--- src/rtl/i2s_link_ctrl.sv ---
// i2s_link_ctrl: I2S framer that serialises one held stereo pair per lrck frame onto sdout
// and deserialises the matching sdin pair, with one-deep tx holding register and underrun flag.
module i2s_link_ctrl #(
  parameter int WIDTH = 24,
  parameter int SLOT = 32
) (
  input  logic             mck,
  input  logic             reset,
  input  logic             bck,
  input  logic             lrck,
  input  logic             enable,
  input  logic [WIDTH-1:0] tx_left,
  input  logic [WIDTH-1:0] tx_right,
  input  logic             tx_valid,
  output logic             tx_ready,
  output logic             sdout,
  input  logic             sdin,
  output logic [WIDTH-1:0] rx_left,
  output logic [WIDTH-1:0] rx_right,
  output logic             rx_valid,
  output logic             underrun,
  input  logic             clr_status,
  output logic             busy
);
  localparam int CW = $clog2(WIDTH + 2);
  localparam logic [SLOT-WIDTH-1:0] PAD = '0;
  typedef enum logic [1:0] {IDLE, SYNC, LEFT, RIGHT} state_t;
  state_t state;
  logic bck_d, lrck_q, hold_full;
  logic [WIDTH-1:0] hold_l, hold_r, tx_buf_r, rx_sh, rx_hold;
  logic [SLOT-1:0] sh;
  logic [CW-1:0] cnt;
  logic fall, rise, frame_start, right_start, hs, tstart, rstart, load, quiet, rx_bit, rx_done;
  assign fall = bck_d & ~bck;
  assign rise = ~bck_d & bck;
  assign frame_start = fall & lrck_q & ~lrck;
  assign right_start = fall & ~lrck_q & lrck;
  assign tx_ready = ~hold_full & ~reset;
  assign hs = tx_valid & tx_ready;
  assign tstart = enable & frame_start & (state == SYNC || state == RIGHT);
  assign rstart = enable & right_start & (state == LEFT);
  assign load = tstart & hold_full;
  assign rx_done = tstart & (state == RIGHT);
  // channel starts and any non-running cycle restart the per-channel serial machinery
  assign quiet = tstart | rstart | ~enable | ~busy;
  assign rx_bit = rise & (cnt != '0) & (cnt <= CW'(WIDTH));
  always_ff @(posedge mck or posedge reset)
    if (reset) begin
      state <= IDLE;
      busy <= 1'b0;
      bck_d <= 1'b0;
      lrck_q <= 1'b0;
      hold_full <= 1'b0;
      hold_l <= '0;
      hold_r <= '0;
      tx_buf_r <= '0;
      sh <= '0;
      sdout <= 1'b0;
      cnt <= '0;
      rx_sh <= '0;
      rx_hold <= '0;
      rx_left <= '0;
      rx_right <= '0;
      rx_valid <= 1'b0;
      underrun <= 1'b0;
    end else begin
      bck_d <= bck;
      if (fall) lrck_q <= lrck;
      if (hs) begin
        hold_full <= 1'b1;
        hold_l <= tx_left;
        hold_r <= tx_right;
      end else if (load) hold_full <= 1'b0;
      underrun <= (tstart & ~hold_full) | (underrun & ~clr_status);
      state <= !enable ? IDLE : state == IDLE ? SYNC : tstart ? LEFT : rstart ? RIGHT : state;
      busy <= enable & (busy | tstart);
      if (tstart) tx_buf_r <= load ? hold_r : '0;
      // the load cycle drives the I2S delay bit; the sample MSB follows one bck later
      sh <= tstart ? {load ? hold_l : '0, PAD} : rstart ? {tx_buf_r, PAD} : (fall & busy) ? sh << 1 : sh;
      sdout <= quiet ? 1'b0 : fall ? sh[SLOT-1] : sdout;
      cnt <= quiet ? '0 : (rise && cnt <= CW'(WIDTH)) ? cnt + CW'(1) : cnt;
      rx_sh <= quiet ? '0 : rx_bit ? {rx_sh[WIDTH-2:0], sdin} : rx_sh;
      if (rstart) rx_hold <= rx_sh;
      rx_valid <= rx_done;
      if (rx_done) begin
        rx_left <= rx_hold;
        rx_right <= rx_sh;
      end
    end
endmodule
--- config.mk ---
export PLATFORM = sky130hd
export DESIGN_NAME = i2s_link_ctrl
export DESIGN_NICKNAME = d
export VERILOG_FILES = /design/src/rtl/i2s_link_ctrl.sv
export SDC_FILE = /design/constraint.sdc
export NUM_CORES = 1
export LEC_CHECK = 0
export ABC_AREA = 1
export BUFFER_PORTS_ARGS = -buffer_cell sky130_fd_sc_hd__buf_4
export CAP_MARGIN = 25
export CORE_MARGIN = 1
export CORE_UTILIZATION = 45
export DETAILED_ROUTE_END_ITERATION = 8
export PLACE_DENSITY = 0.67
export SYNTH_ARGS = -nofsm -noshare
export SYNTH_HDL_FRONTEND = slang
export SYNTH_SLANG_ARGS = --single-unit
--- constraint.sdc ---
create_clock -name mck -period 6.58 [get_ports mck]
set_clock_uncertainty 0.1 [all_clocks]
set_input_delay 1.316 -clock mck [delete_from_list [all_inputs] [get_ports mck]]
set_output_delay 1.316 -clock mck [all_outputs]
set_load 0.01 [all_outputs]
==> impl_metrics.csv, run 1 <==
group,metric,value,unit
timing,finalCriticalPeriod,3.50,ns
route,drtIter0Drc,356,
route,antenna_left,0,
route,firstDrtPassIters,6,
timing,rsz0062_at_grt,"false",
run,drv_cap,0,
floorplanning,initial_core_util,46.1,%
floorplanning,rows,50,
floorplanning,core,18700,um2
synthesis,ys_seq_area_share,59.8,%
layout,layout-drive-gt1-share,20.6,%
power,peakVddDrop,226,uV
timing,final_hold_viol_count,0,
synthesis,synth.net_count,997,
synthesis,avgSynthCellArea,9.17,um2
setup_path,worst_ep_required_time,6.90,ns
timing,slew_headroom,28.2,%
global_route,grt_antenna_before_repair,0,
place,place.gp.congestion,0.755,
timing,hold_ws,0.371,ns
synthesis,syn_area,8610,um2
clocking,clk_latency,0.49,ns
worst_hold_path,hold_path_class,"reg -> reg",
global_route,grt_pass1_wl,29200,um
route,vias,6223,
route,finalWirelength,17100,um
timing,period_share,53.2,%
synthesis,synth-seq-cells,206,
synthesis,synth_cell_types,26,
layout,finalNonFillerCells,1280,
global_route,gr-usage-all-layers,18.0,%
timing,slew_violations,0,
timing,fin_tns_setup,0,ns
layout,syn2layout_area_growth,19.4,%
setup_path,path_max_fanout,73,
global_route,overflow,0,
clocking,clockBufferDepth,3,
floorplanning,dieArea,19700,um2
place,hpwl,10800,um
floorplanning,die_y,140,um
place,numPortBuffers,108,
layout,fin_nets,1090,
clocking,ctsResizeCount,0,
timing,tightest_slew,1.08,ns
outcome,status,"finished clean",
clocking,cts_root_buffer,"clkbuf_16",
timing,setup_viol,0,
layout,final_common_cell,"nand2_1",
synthesis,ys.warnings.count,0,
floorplanning,num_io_pins,109,
route,routed_via_density,4.86,
global_route,grt_max_degree,186,
clocking,cts_hold_buf,0,
power,powerDensity,319,nW/um2
clocking,cts_tree,"yes",
setup_path,cp-end-kind,"flop",
clocking,cts.sinks,206,
layout,n_antenna_cell,0,
floorplanning,die_w,140,um
power,p_leak,5.51,nW
route,wl_per_cell,13.4,um
setup_path,startpoint_type,"input pin",
synthesis,netlist_instances,939,
timing,fmax,286,MHz
clocking,h-tree-depth,1,
route,drc,0,
clocking,cts_buffers,22,
clocking,cts_setup_buffers,0,
place,dp_cells,1241,
setup_path,critical_path_class,"in -> reg",
setup_path,cp_data_arrival_time,3.82,ns
clocking,clk_pin_slew,0.06,ns
layout,layout_common_cells,"342 x nand2_1, 206 x dfrtp_1, 114 x buf_4",
global_route,grt_pass1_vias,6043,
worst max-delay path, cell delays in order:
cell and delay [ns]:
buf_4 0.12, nor2_2 0.09, buf_4 0.28, nand3_2 0.66, inv_2 0.30, nand2_2 0.06, buf_4 0.34, inv_2 0.41
nand2_1 0.13, nand2_1 0.09
where the power goes:
part           internal, W  switching, W  total [W]  leakage [nW]
registers          0.00151      0.000147    0.00166          2.71
clock network     0.000726      0.000471    0.00120         0.358
logic             0.000227      0.000195   0.000422          2.44
total              0.00247      0.000813    0.00328          5.51
per-layer routing:
layer / GRT usage [%] / vias up / routed length (um)
met4: 4.28 / 0 / 282
met3: 2.97 / 21 / 765
li1: - / 3136 / -
met1: 25.3 / 2930 / 8300
met2: 29.3 / 136 / 7780
met5: 0 / - / 0
stage by stage:
step                      instance area (um2)  total power, W  utilization (%)  setup WS (ns)
after floorplan                          8620         0.00197                -           2.49
after global placement                   9540         0.00208             51.0           2.62
after detailed placement                 9560         0.00211             51.1           2.51
after CTS                               10300         0.00332             54.9           3.04
after global routing                    10300         0.00347             55.0           2.79
final                                   10300         0.00328             55.0           3.08
synthesized netlist by cell type, drive strengths merged:
library cell	count	share of area, %
nand2	345	15
a31oi	1	0.073
dfrtp	206	60
ha	2	0.29
clkbuf	12	0.52
o21ai	50	2.9
o22ai	1	0.073
xor2	1	0.10
mux2	48	6.3
nor2	69	3.1
nand3	7	0.58
nand4	36	2.7
o21bai	1	0.087
buf	36	2.4
inv	89	3.9
a21oi	34	2.0
o211ai	1	0.087
flip-flops by register name, indices dropped and copies added (netlist names), 2 cells and up:
| register | count |
|---|---|
| cnt | 5 |
| hold_l | 24 |
| hold_r | 24 |
| rx_hold | 24 |
| rx_left | 24 |
| rx_right | 24 |
| rx_sh | 24 |
| sh | 24 |
| state | 2 |
| tx_buf_r | 24 |
worst paths after layout:
path	startpoint	endpoint	slack [ns]	depth (start not counted)
setup / recovery	lrck	rx_left[12]	3.08	10
hold / removal	rx_hold[6]	rx_left[6]	0.37	2
setup reg to reg	lrck_q	rx_left[12]	3.65	10
hold reg to reg	rx_hold[6]	rx_left[6]	0.37	2
max in group asynchronous	reset	rx_sh[6]	4.25	3
min in group asynchronous	reset	hold_r[10]	0.76	2
cell type report:
cell class	instances	area [um2]
clock buffers	35	701
clock inverters	3	18.8
fillers	1679	8420
inverters	89	338
multi-input cells	596	2880
flip-flops and latches	206	5150
well taps	234	293
repair buffers	117	907
cells by family after synthesis:
| group | count (synthesis) | share of synthesized area, % |
|---|---|---|
| buffers and inverters | 137 | 6.81 |
| XOR/XNOR | 1 | 0.102 |
| adder cells (fa/ha/maj) | 2 | 0.290 |
| AND/OR/NAND/NOR | 457 | 21.5 |
| flip-flops | 206 | 59.8 |
| AO/OA/AOI/OAI | 88 | 5.20 |
| multiplexers | 48 | 6.27 |
No activity file was read; power rests on OpenSTA's default activity.
==> inputs of run 2 (changes only) <==
--- a/config.mk
+++ b/config.mk
@@ -11,7 +11,6 @@
 export CORE_MARGIN = 1
 export CORE_UTILIZATION = 45
 export DETAILED_ROUTE_END_ITERATION = 8
-export PLACE_DENSITY = 0.67
 export SYNTH_ARGS = -nofsm -noshare
 export SYNTH_HDL_FRONTEND = slang
 export SYNTH_SLANG_ARGS = --single-unit
==> constraint.sdc (replaced) <==
create_clock -name mck -period 3.4 [get_ports mck]
set_clock_uncertainty 0.1 [all_clocks]
set_input_delay 0.68 -clock mck [delete_from_list [all_inputs] [get_ports mck]]
set_output_delay 0.68 -clock mck [all_outputs]
set_load 0.01 [all_outputs]
==> impl_metrics.csv, run 2 (synthesis gave the netlist of run 1 again) <==
group,metric,value,unit
floorplanning,die_y,140,um
place,numPortBuffers,108,
layout,n_antenna_cell,0,
global_route,grt_max_degree,174,
clocking,ctsResizeCount,0,
setup_path,cp-end-kind,"flop",
power,peakVddDrop,379,uV
global_route,grt_pass1_vias,5911,
clocking,cts.sinks,206,
place,place_area,9600,um2
power,power_frac_comb,13.7,%
route,drtIter0Drc,336,
global_route,grt_antenna_before_repair,0,
layout,layout_common_cells,"342 x nand2_1, 206 x dfrtp_1, 122 x buf_4",
power,pwr-share-seq,50.7,%
clocking,cts_root_buffer,"clkbuf_16",
timing,rsz0062_at_grt,"false",
timing,setup_viol,0,
floorplanning,num_io_pins,109,
layout,design_area,10300,um2
setup_path,r2r_slack,1.12,ns
power,p_sw_share,25.2,%
route,finalWirelength,17400,um
floorplanning,core,18700,um2
clocking,cts_hold_buf,0,
power,internal-power,0.00468,W
setup_path,startpoint_type,"flop",
clocking,clockBufferDepth,3,
global_route,gr-usage-all-layers,18.4,%
setup_path,worst_ep_required_time,3.72,ns
place,place.gp.congestion,0.726,
timing,slew_violations,0,
route,routed_via_density,4.82,
worst_hold_path,hold_path_class,"in -> reg",
layout,finish.utilization,54.9,%
clocking,clk_pin_slew,0.06,ns
floorplanning,rows,50,
power,switchingPower,0.00157,W
layout,fin_nets,1096,
setup_path,reg2reg_to,"sh[26]",
worst_hold_path,worstHoldStart,"bck",
setup_path,r2r-start,"bck_d",
global_route,grt_pass1_wl,29700,um
timing,finalWorstSetupSlack,1.12,ns
timing,fmax,439,MHz
setup_path,cp_data_arrival_time,2.59,ns
route,vias,6184,
route,wl_per_cell,13.6,um
worst_hold_path,holdPathStages,1,
route,antenna_left,0,
timing,period_share,67.0,%
run,drv_cap,0,
route,firstDrtPassIters,4,
clocking,h-tree-depth,1,
power,pwr-share-clk,35.6,%
setup_path,critical_path_class,"reg -> reg",
timing,final_hold_viol_count,0,
route,drc,0,
power,p_leak,5.50,nW
floorplanning,die_w,140,um
floorplanning,initial_core_util,46.1,%
timing,slew_headroom,27.4,%
place,hpwl,10800,um
worst_hold_path,min_to,"bck_d",
power,powerDensity,610,nW/um2
layout,final_common_cell,"nand2_1",
floorplanning,dieArea,19700,um2
clocking,cts_tree,"yes",
layout,syn2layout_area_growth,19.1,%
timing,tightest_slew,1.09,ns
global_route,overflow,0,
clocking,cts_setup_buffers,0,
place,dp_worst_setup_slack,0.695,ns
setup_path,worstRegToRegCells,7,
layout,layout-drive-gt1-share,20.7,%
setup_path,path_max_fanout,46,
clocking,clk_latency,0.50,ns
clocking,cts_buffers,22,
timing,finalCriticalPeriod,2.28,ns
outcome,status,"finished clean",
## run 2: area by class of cell
class                   count  area [um2]
repair buffers            123         936
clock inverters             3        15.0
well taps                 234         293
clock buffers              32         649
flip-flops and latches    206        5150
multi-input cells         596        2880
inverters                  89         338
fillers                  1743        8440
## run 2: stage by stage
stage          total power, W  cells  hold slack, ns  TNS, ns
2_1_floorplan         0.00382    939           0.336   -10.77
3_3_place_gp          0.00403   1248           0.349        0
3_5_place_dp          0.00407   1248           0.351        0
4_1_cts               0.00634   1283           0.197        0
5_1_grt               0.00662   1283           0.195        0
6_report              0.00625   1283           0.204        0
## run 2: routing by layer
layer	part of all wire, %	vias up	global-route usage [%]
li1	-	3146	-
met1	50	2879	27.1
met2	43	127	27.7
met3	4.6	32	3.38
met4	2.1	0	5.61
met5	0	-	0
## run 2: worst max path at each step
stage,start,to,slack (ns),cells after the start
detailed placement,bck,sh[19],0.70,9
CTS,bck_d,sh[26],1.12,7
floorplan,reset,bck_d,-0.05,1
global placement,bck,sh[27],0.74,8
global route,bck_d,sh[31],0.86,7
finish,bck_d,sh[26],1.12,7
## run 2: critical path, stage by stage (launching register included)
cell and delay (ns):
dfrtp_1 0.39, nand2_1 0.12, nor2_1 0.07, nand2_2 0.27, nand3_2 0.77, nand2_1 0.25
inv_1 0.07, a21oi_1 0.14
## run 2: power groups by stage
stage               Combinational, W  Clock (W)  Sequential [W]
detailed placement          0.000866          0         0.00321
CTS                         0.000872    0.00229         0.00317
floorplan                   0.000692          0         0.00313
finish                      0.000856    0.00223         0.00317
global placement            0.000837          0         0.00320
global route                0.000993    0.00240         0.00323
